File: config.mk
export PLATFORM = sky130hd
export DESIGN_NAME = event_pulse_stretcher
export DESIGN_NICKNAME = d
export VERILOG_FILES = /design/src/rtl/ui_timing_pkg.sv /design/src/rtl/event_pulse_stretcher.sv
export SDC_FILE = /design/constraint.sdc
export NUM_CORES = 1
export LEC_CHECK = 0
export ABC_AREA = 1
export BUFFER_PORTS_ARGS = -buffer_cell sky130_fd_sc_hd__buf_2
export CORE_AREA = 2 2 66 68
export CTS_CLUSTER_SIZE = 14
export DETAILED_ROUTE_END_ITERATION = 10
export DIE_AREA = 0 0 68 70
export GPL_ROUTABILITY_DRIVEN = 0
export PLACE_DENSITY = 0.75
export SYNTH_ARGS = -nofsm -noshare
export SYNTH_HDL_FRONTEND = slang
export SYNTH_SLANG_ARGS = --single-unit
File: constraint.sdc
create_clock -name clk -period 3.72 [get_ports clk]
set_clock_uncertainty 0.05 [all_clocks]
set_input_delay 0 -clock clk [delete_from_list [all_inputs] [get_ports clk]]
set_output_delay 0 -clock clk [all_outputs]
set_load 0.01 [all_outputs]
File: src/rtl/ui_timing_pkg.sv
// Timing helpers and state encoding shared by the button input conditioners and the LED
// pulse stretcher, so both sides derive their cycle counts the same way.
package ui_timing_pkg;

  typedef enum logic [1:0] {
    IDLE = 2'd0,
    ON   = 2'd1,
    GAP  = 2'd2
  } stretch_state_t;

  function automatic int ms_to_cycles(input int clk_freq, input int ms);
    return (clk_freq / 1000) * ms;
  endfunction

endpackage

File: src/rtl/event_pulse_stretcher.sv
// Stretches single-cycle event ticks into LED pulses with a guaranteed ON time and OFF gap;
// ticks arriving mid-pulse are queued in a saturating counter and replayed one pulse each.
module event_pulse_stretcher
  import ui_timing_pkg::*;
#(
  parameter int CLK_FREQ    = 100_000_000,
  parameter int ON_TIME_MS  = 100,
  parameter int OFF_TIME_MS = 100,
  parameter int MAX_PENDING = 7
) (
  input  logic                               clk,
  input  logic                               rst_n,
  input  logic                               event_in,
  input  logic                               clear_ovf,
  output logic                               led_out,
  output logic                               busy,
  output logic [$clog2(MAX_PENDING+1)-1:0]   pending,
  output logic                               overflow
);

  localparam int ON_CYCLES  = ms_to_cycles(CLK_FREQ, ON_TIME_MS);
  localparam int OFF_CYCLES = ms_to_cycles(CLK_FREQ, OFF_TIME_MS);
  localparam int MAX_CYCLES = (ON_CYCLES > OFF_CYCLES) ? ON_CYCLES : OFF_CYCLES;
  localparam int TIMER_W    = $clog2(MAX_CYCLES + 1);
  localparam int PEND_W     = $clog2(MAX_PENDING + 1);

  localparam logic [TIMER_W-1:0] ON_LOAD  = TIMER_W'(ON_CYCLES - 1);
  localparam logic [TIMER_W-1:0] OFF_LOAD = TIMER_W'(OFF_CYCLES - 1);
  localparam logic [PEND_W-1:0]  PEND_MAX = PEND_W'(MAX_PENDING);

  if (ON_CYCLES < 1) begin : g_on_check
    $error("event_pulse_stretcher: ON_CYCLES must be >= 1");
  end
  if (OFF_CYCLES < 1) begin : g_off_check
    $error("event_pulse_stretcher: OFF_CYCLES must be >= 1");
  end
  if (MAX_PENDING < 1) begin : g_pend_check
    $error("event_pulse_stretcher: MAX_PENDING must be >= 1");
  end

  stretch_state_t       state, next_state;
  logic [TIMER_W-1:0]   timer, timer_next;
  logic [PEND_W-1:0]    pending_next;
  logic                 overflow_next;
  logic                 accept;
  logic                 dequeue;
  logic                 ovf_set;

  // Timer holds "cycles left minus one" so the phase ends on the edge where it reads zero.
  always_comb begin
    // NOTE: every comb output gets a default first so no path can infer a latch.
    next_state    = state;
    timer_next    = timer;
    pending_next  = pending;
    overflow_next = overflow;
    dequeue       = 1'b0;
    ovf_set       = 1'b0;
    accept        = event_in && (state != IDLE);

    case (state)
      IDLE: begin
        if (event_in) begin
          next_state = ON;
          timer_next = ON_LOAD;
        end
      end
      ON: begin
        if (timer == '0) begin
          next_state = GAP;
          timer_next = OFF_LOAD;
        end else begin
          timer_next = timer - TIMER_W'(1);
        end
      end
      GAP: begin
        if (timer == '0) begin
          if (pending != '0) begin
            next_state = ON;
            timer_next = ON_LOAD;
            dequeue    = 1'b1;
          end else begin
            next_state = IDLE;
          end
        end else begin
          timer_next = timer - TIMER_W'(1);
        end
      end
      default: begin
        next_state = IDLE;
        timer_next = '0;
      end
    endcase

    // A tick on the dequeue edge replaces the slot being consumed, so it cannot overflow.
    if (accept && !dequeue) begin
      if (pending == PEND_MAX) begin
        ovf_set = 1'b1;
      end else begin
        pending_next = pending + PEND_W'(1);
      end
    end else if (dequeue && !accept) begin
      pending_next = pending - PEND_W'(1);
    end

    if (ovf_set) begin
      overflow_next = 1'b1;
    end else if (clear_ovf) begin
      overflow_next = 1'b0;
    end
  end

  // NOTE: all state registers use non-blocking assignments so every flop samples pre-edge values.
  always_ff @(posedge clk or negedge rst_n) begin
    if (!rst_n) begin
      state    <= IDLE;
      timer    <= '0;
      pending  <= '0;
      overflow <= 1'b0;
      led_out  <= 1'b0;
    end else begin
      state    <= next_state;
      timer    <= timer_next;
      pending  <= pending_next;
      overflow <= overflow_next;
      led_out  <= (next_state == ON);
    end
  end

  assign busy = (state != IDLE);

endmodule

==> results.md, run 1 <==
- Run status: finished, final reports clean
- GRT Overall Usage: 0.268
- Leakage: between 1 and 1.5 nW
- Worst Tran Pin Value: between 600 and 700 ps
- Share of layout cells above drive strength 1: 0.118
- Final ANT Viol Nets: 0
- Pre-antenna DRT Iters: 4
- Post-route DRC: 0
- HP Class: input pin to flop
- Syn avg cell area: a little under 7 µm²
- # IOs: 10
- Fin Setup TNS: 0 ps
- Max FO, Critical Path: 11
- Vias in the first global route: between 2000 and 2500
- Critical-path cell with the highest stage delay: dfrtp_1
- Fin crit share: 0.601
- Final wirelength: approximately 5.6 mm
- Tmin final: 2240 ps
- Dpl hpwl: around 4.1 mm
- Final-report max-slew violation count: 0
- Die area: 0.00476 mm²
- Final Setup Violations: 0
- Rel. slew slack: 0.533
- Ant. Diodes: 0
- Clock buffer depth: 2
- Cells after synthesis: between 300 and 400
- WP data arrival: 2360 ps
- Core area: 0.00414 mm²
- #FFs+latches synth: 31
- Startpoint types: flop
- Syn_nets: 347
- PD cells: 702 mW/mm²
- Seq/Total Area, Yosys: 0.334
- Area contributors post-synth: dfrtp_1 33%, nand2_1 15%, nand3_1 8.2%, nor2_1 6.6%, inv_1 5.7%
- Die W: between 60 and 70 µm
- Maxcap violations: 0
- WS Path Type: flop to flop
- Initial antenna violation count: 0
- # rows: 24
- Clk slew on worst S/H paths: roughly 60 ps
- WL/cell: between 10 and 15 µm
- Worst VDD drop: approximately 0.00042 V
- CTS Buf Count: 5
- Async SR Flop Fraction: 1.00
- Synth cell count leaders: 91 x nand2_1, 41 x nor2_1, 38 x nand3_1
- Largest net degree at the start of global routing: 32
- TritonCTS clock tree: built
- # clock sinks: 31
- WP data required: about 3900 ps
- Fmax: between 400 and 500 MHz
- Post-synth top flop: dfrtp_1
- Most used cell, CP: nand2_1
- CP top delay family: adder cells
- First-pass GRT wire length: 9.62 mm
- First DRT Iteration DRCs: around 180
- WP buf/inv: 3
- Area grow syn2layout: 6.68%
- RSZ-0062 raised after global routing: false
- H-tree level count: 2
- Synth Warn #: 0
- Vias: 2228
- Post-Syn Area: around 0.0023 mm²
- Synth area leader: dfrtp_1
- CP peak stage delay: approximately 420 ps
- Critical Path End Type: flop
- Post-DR vias/cell: approximately 5.6
- Unique cell type count in the Yosys netlist: 35
- GRT Residual Overflow: 0
- Nets: 358
- Fin worst setup slack: 1480 ps
- Most common cell in the synthesized netlist: nand2_1
- Die Y: around 70 µm
- Initial Util: 0.560
- Clk_lat worst skew: 280 ps
- EDFF count, synth: 0
- Dpl ws: approximately 1500 ps
- Top-area cell type share of the netlist area: 0.334
- Fin. Hold Viols: 0
- Clock Root Buffer: clkbuf_8
- Critical Path, Cell by Cell: inv_1, ha_1, clkinv_1, nand2_1, inv_1, nand2_1, fa_1, nand2_1, nand2_1
- # port buffers: 9
## cells by family after synthesis
family,share of synthesized area
adders and majority gates,0.0410
and+or+nand+nor,0.406
AOI/OAI and AO/OA,0.112
xor gates and xnor gates,0.0226
DFF,0.334
buffers and inverters,0.0841
## area by class of cell
type / count / area [µm²]
flip-flops and latches: 31 / 776
multi-input cells: 260 / 1350
well taps: 52 / 65.1
clock buffers: 6 / 72.6
inverters: 38 / 148
repair buffers: 11 / 65.1
fillers: 409 / 1670
## through the flow
| stage | instance area, µm² | hold WS (ps) | cells | total power [mW] | utilization |
|---|---|---|---|---|---|
| finish | 2480 | 102 | 398 | 1.74 | 0.598 |
| floorplan | 2320 | -346 | 336 | 1.28 | - |
| global placement | 2380 | 34.0 | 390 | 1.46 | 0.575 |
| detailed placement | 2380 | 41.8 | 390 | 1.48 | 0.575 |
| global route | 2480 | 129 | 398 | 1.90 | 0.598 |
| CTS | 2480 | 96.6 | 398 | 1.74 | 0.598 |
## worst min-delay path, delay by kind of cell
kind | cells | cell delay (ps)
AOI/OAI and AO/OA | 1 | 90
and+or+nand+nor | 2 | 160
buffers and inverters | 2 | 160
## placed cells by master, fill, tap and decap left out, drive strengths merged
cell type    synthesis  routed
nand2               96      96
nor2                50      50
nand3               39      39
inv                 36      36
dfrtp               31      31
o21ai               25      25
a21oi               11      11
buf                  4       9
nor3                 8       8
nand4                7       7
ha                   6       6
clkbuf               3       6
xor2                 5       5
o22ai                3       3
clkinv               2       2
o211ai               2       2
or2                  2       2
nand3b               2       2
dlygate4sd3          0       2
and2                 1       1
o21bai               1       1
xnor2                1       1
fa                   1       1
## worst paths after layout
path,start,endpoint,slack (ps),depth (start not counted)
worst min register to register,overflow,overflow,470,2
worst min-delay path,event_in,state[0],100,5
worst max register to register,state[0],pending[1],1480,9
min in group asynchronous,rst_n,timer[13],240,2
max in group asynchronous,rst_n,timer[1],2920,2
worst max-delay path,state[0],pending[1],1480,9
## per-layer routing
layer / global-route usage / routed length [µm] / share of wire
met5: 0 / 0 / 0
met4: 0.0933 / 129 / 0.023
met3: 0.0531 / 290 / 0.052
met2: 0.391 / 2580 / 0.46
met1: 0.393 / 2590 / 0.46
## report_power, final
| part | switching [mW] | total [mW] | internal [mW] | leakage (nW) |
|---|---|---|---|---|
| combinational | 0.580 | 0.891 | 0.311 | 0.751 |
| clock | 0.121 | 0.246 | 0.125 | 0.0371 |
| sequential | 0.150 | 0.602 | 0.451 | 0.387 |
## registers in the layout, indices dropped and copies added (netlist names)
register / count
timer: 24
state: 2
overflow: 1
led_out: 1
pending: 3
## repair_timing
action / in CTS / in global routing
hold buffers: 2 / 0
setup buffers: 0 / 0
resized for setup: 0 / 0
endpoints found under the hold margin: 32 / 0
setup endpoints to repair: 0 / 0
(Power assumes the default switching activity.)
==> inputs of run 2 (changes only) <==
==> constraint.sdc (replaced) <==
create_clock -name clk -period 2.25 [get_ports clk]
set_clock_uncertainty 0.05 [all_clocks]
set_input_delay 0 -clock clk [delete_from_list [all_inputs] [get_ports clk]]
set_output_delay 0 -clock clk [all_outputs]
set_load 0.01 [all_outputs]
==> results.md, run 2 (same netlist as run 1, synthesis figures left out) <==
- WP data arrival: 2190 ps (was 2360 ps)
- Total power: 3.06 mW (was 1.74 mW)
- Layout Cells excl Fill: 414 (was 398)
- Top reg by flops: timer (unchanged)
- Fmax: 487 MHz (was 447 MHz)
- Max reg flops: 24 (unchanged)
- Critical Path End Type: flop (unchanged)
- Tmin final: 2050 ps (was 2240 ps)
- Hold Startpoint: event_in (unchanged)
- Rel. slew slack: 0.514 (was 0.533)
- # IOs: 10 (unchanged)
- Final wirelength: 5.79 mm (was 5.59 mm)
- # hold bufs at CTS: 2 (unchanged)
- Startpoint types: flop (unchanged)
- Die area: 0.00476 mm² (unchanged)
- # clock sinks: 31 (unchanged)
- Commonest non-fill, non-tap cell in the layout: nand2_1 (unchanged)
- Clock buffer depth: 2 (unchanged)
- DP Cell Count: 404 (was 390)
- Pre-antenna DRT Iters: 4 (unchanged)
- Worst r2r src: timer[0] (was state[0])
- # rows: 24 (unchanged)
- GRT Overall Usage: 0.282 (was 0.268)
- Fin crit share: 0.912 (was 0.601)
- Die W: 68 µm (unchanged)
- PD cells: 1170 mW/mm² (was 702 mW/mm²)
- H-tree level count: 2 (unchanged)
- R2R setup slack: 200 ps (was 1480 ps)
- Area grow syn2layout: 12.6% (was 6.68%)
- Post-CTS setup buffer count: 0 (unchanged)
- GRT Max-Usage Layer: met2 (was met1)
- Top Registers: timer x24, pending x3, state x2 (unchanged)
- Post-DR vias/cell: 5.49 (was 5.60)
- GR Layer Usage met2: 0.443 (was 0.391)
- Vias in the first global route: 2166 (was 2079)
- End of the worst register-to-register path: pending[1] (unchanged)
- # port buffers: 9 (unchanged)
- HP Class: input pin to flop (unchanged)
- GRT Residual Overflow: 0 (unchanged)
- RSZ-0062 raised after global routing: false (unchanged)
- WP data required: 2390 ps (was 3850 ps)
- Worst Tran Pin Value: 729 ps (was 700 ps)
- Met1 Track Usage GR: 0.389 (was 0.393)
- Initial antenna violation count: 0 (unchanged)
- Fin worst setup slack: 199 ps (was 1480 ps)
- Dpl hpwl: 4.45 mm (was 4.15 mm)
- WL/cell: 14.0 µm (was 14.1 µm)
- First DRT Iteration DRCs: 125 (was 181)
- Max FO, Critical Path: 5 (was 11)
- Commonest non-fill, non-tap cells in the layout: 91 x nand2_1, 41 x nor2_1, 38 x nand3_1, 35 x inv_1, 31 x dfrtp_1 (unchanged)
- WS Path Type: flop to flop (unchanged)
- TritonCTS clock tree: built (unchanged)
- Share of layout cells above drive strength 1: 0.160 (was 0.118)
- Die Y: 70 µm (unchanged)
- Post-route cell area: 0.00261 mm² (was 0.00248 mm²)
- Fin Setup TNS: 0 ps (unchanged)
- Worst VDD drop: 0.000837 V (was 0.000422 V)
- GR Layer Usage met3: 0.0499 (was 0.0531)
- Fin util: 0.630 (was 0.598)
- First-pass GRT wire length: 10.2 mm (was 9.62 mm)
- Maxcap violations: 0 (unchanged)
- Initial Util: 0.560 (unchanged)
- Leakage: 1.26 nW (was 1.18 nW)
- Dpl ws: 201 ps (was 1490 ps)
- Ant. Diodes: 0 (unchanged)
- Clock Root Buffer: clkbuf_8 (unchanged)
- Placed inst area: 0.00249 mm² (was 0.00238 mm²)
- Clk slew on worst S/H paths: 70 ps (was 60 ps)
- Run status: finished, final reports clean (unchanged)
- Worst hold endpoint: state[0] (unchanged)
- Depth of the worst register-to-register path: 11 (was 9)
- Clk_lat worst skew: 290 ps (was 280 ps)
- Nets: 372 (was 358)
- Core area: 0.00414 mm² (unchanged)
- Final-report max-slew violation count: 0 (unchanged)
- Final ANT Viol Nets: 0 (unchanged)
- Cts repair resizes: 0 (unchanged)
- Final Setup Violations: 0 (unchanged)
- Fin. Hold Viols: 0 (unchanged)
- Vias: 2272 (was 2228)
- Post-route DRC: 0 (unchanged)
- Worst Hold Depth: 5 (unchanged)
- Largest net degree at the start of global routing: 32 (unchanged)
- WHS: 52.2 ps (was 102 ps)
- CTS Buf Count: 5 (unchanged)
## run 2: cell count changes in the layout (fill, tap and decap cells not counted), sizes merged
cell      previous run  this run
buf                  9        23
clkbuf               6         7
clkinvlp             0         1
## run 2: power by group
| part | internal (mW) | switching, mW | leakage (nW) |
|---|---|---|---|
| Combinational | 0.594 | 1.00 | 0.818 |
| Sequential | 0.746 | 0.220 | 0.387 |
| Clock | 0.278 | 0.224 | 0.0505 |
| Total | 1.62 | 1.44 | 1.26 |
## run 2: final cells by class
class | instances | area [µm²]
tap | 52 | 65.1
sequential | 31 | 776
inverter | 38 | 148
fill | 381 | 1530
clock inverter | 1 | 7.51
timing repair buffer | 25 | 170
clock buffer | 7 | 96.3
multi-input combinational | 260 | 1350
## run 2: worst max-delay path, cell delays in order, from the launching register on
cell     delay (ps)
dfrtp_1         380
inv_1           140
ha_1            220
inv_1            50
nor2_1           80
nand4_1          70
nor2_1          120
nand3_1         140
nand2_1         150
fa_1            430
nand2_1          80
nand2_1          50
## run 2: routing by layer
metal / vias to the layer above / routed length, µm
met4: 0 / 61
met5: - / 0
li1: 1137 / -
met1: 1057 / 2570
met3: 6 / 361
met2: 72 / 2800
## run 2: worst max path at each step
stage / start / end / slack (ps) / cells past startpoint
6_report: timer[0] / pending[1] / 200 / 11
4_1_cts: timer[0] / pending[1] / 210 / 11
3_5_place_dp: timer[0] / pending[1] / 200 / 11
2_1_floorplan: pending[0] / pending[2] / 260 / 11
3_3_place_gp: timer[0] / pending[1] / 270 / 11
5_1_grt: timer[0] / pending[1] / 3 / 11
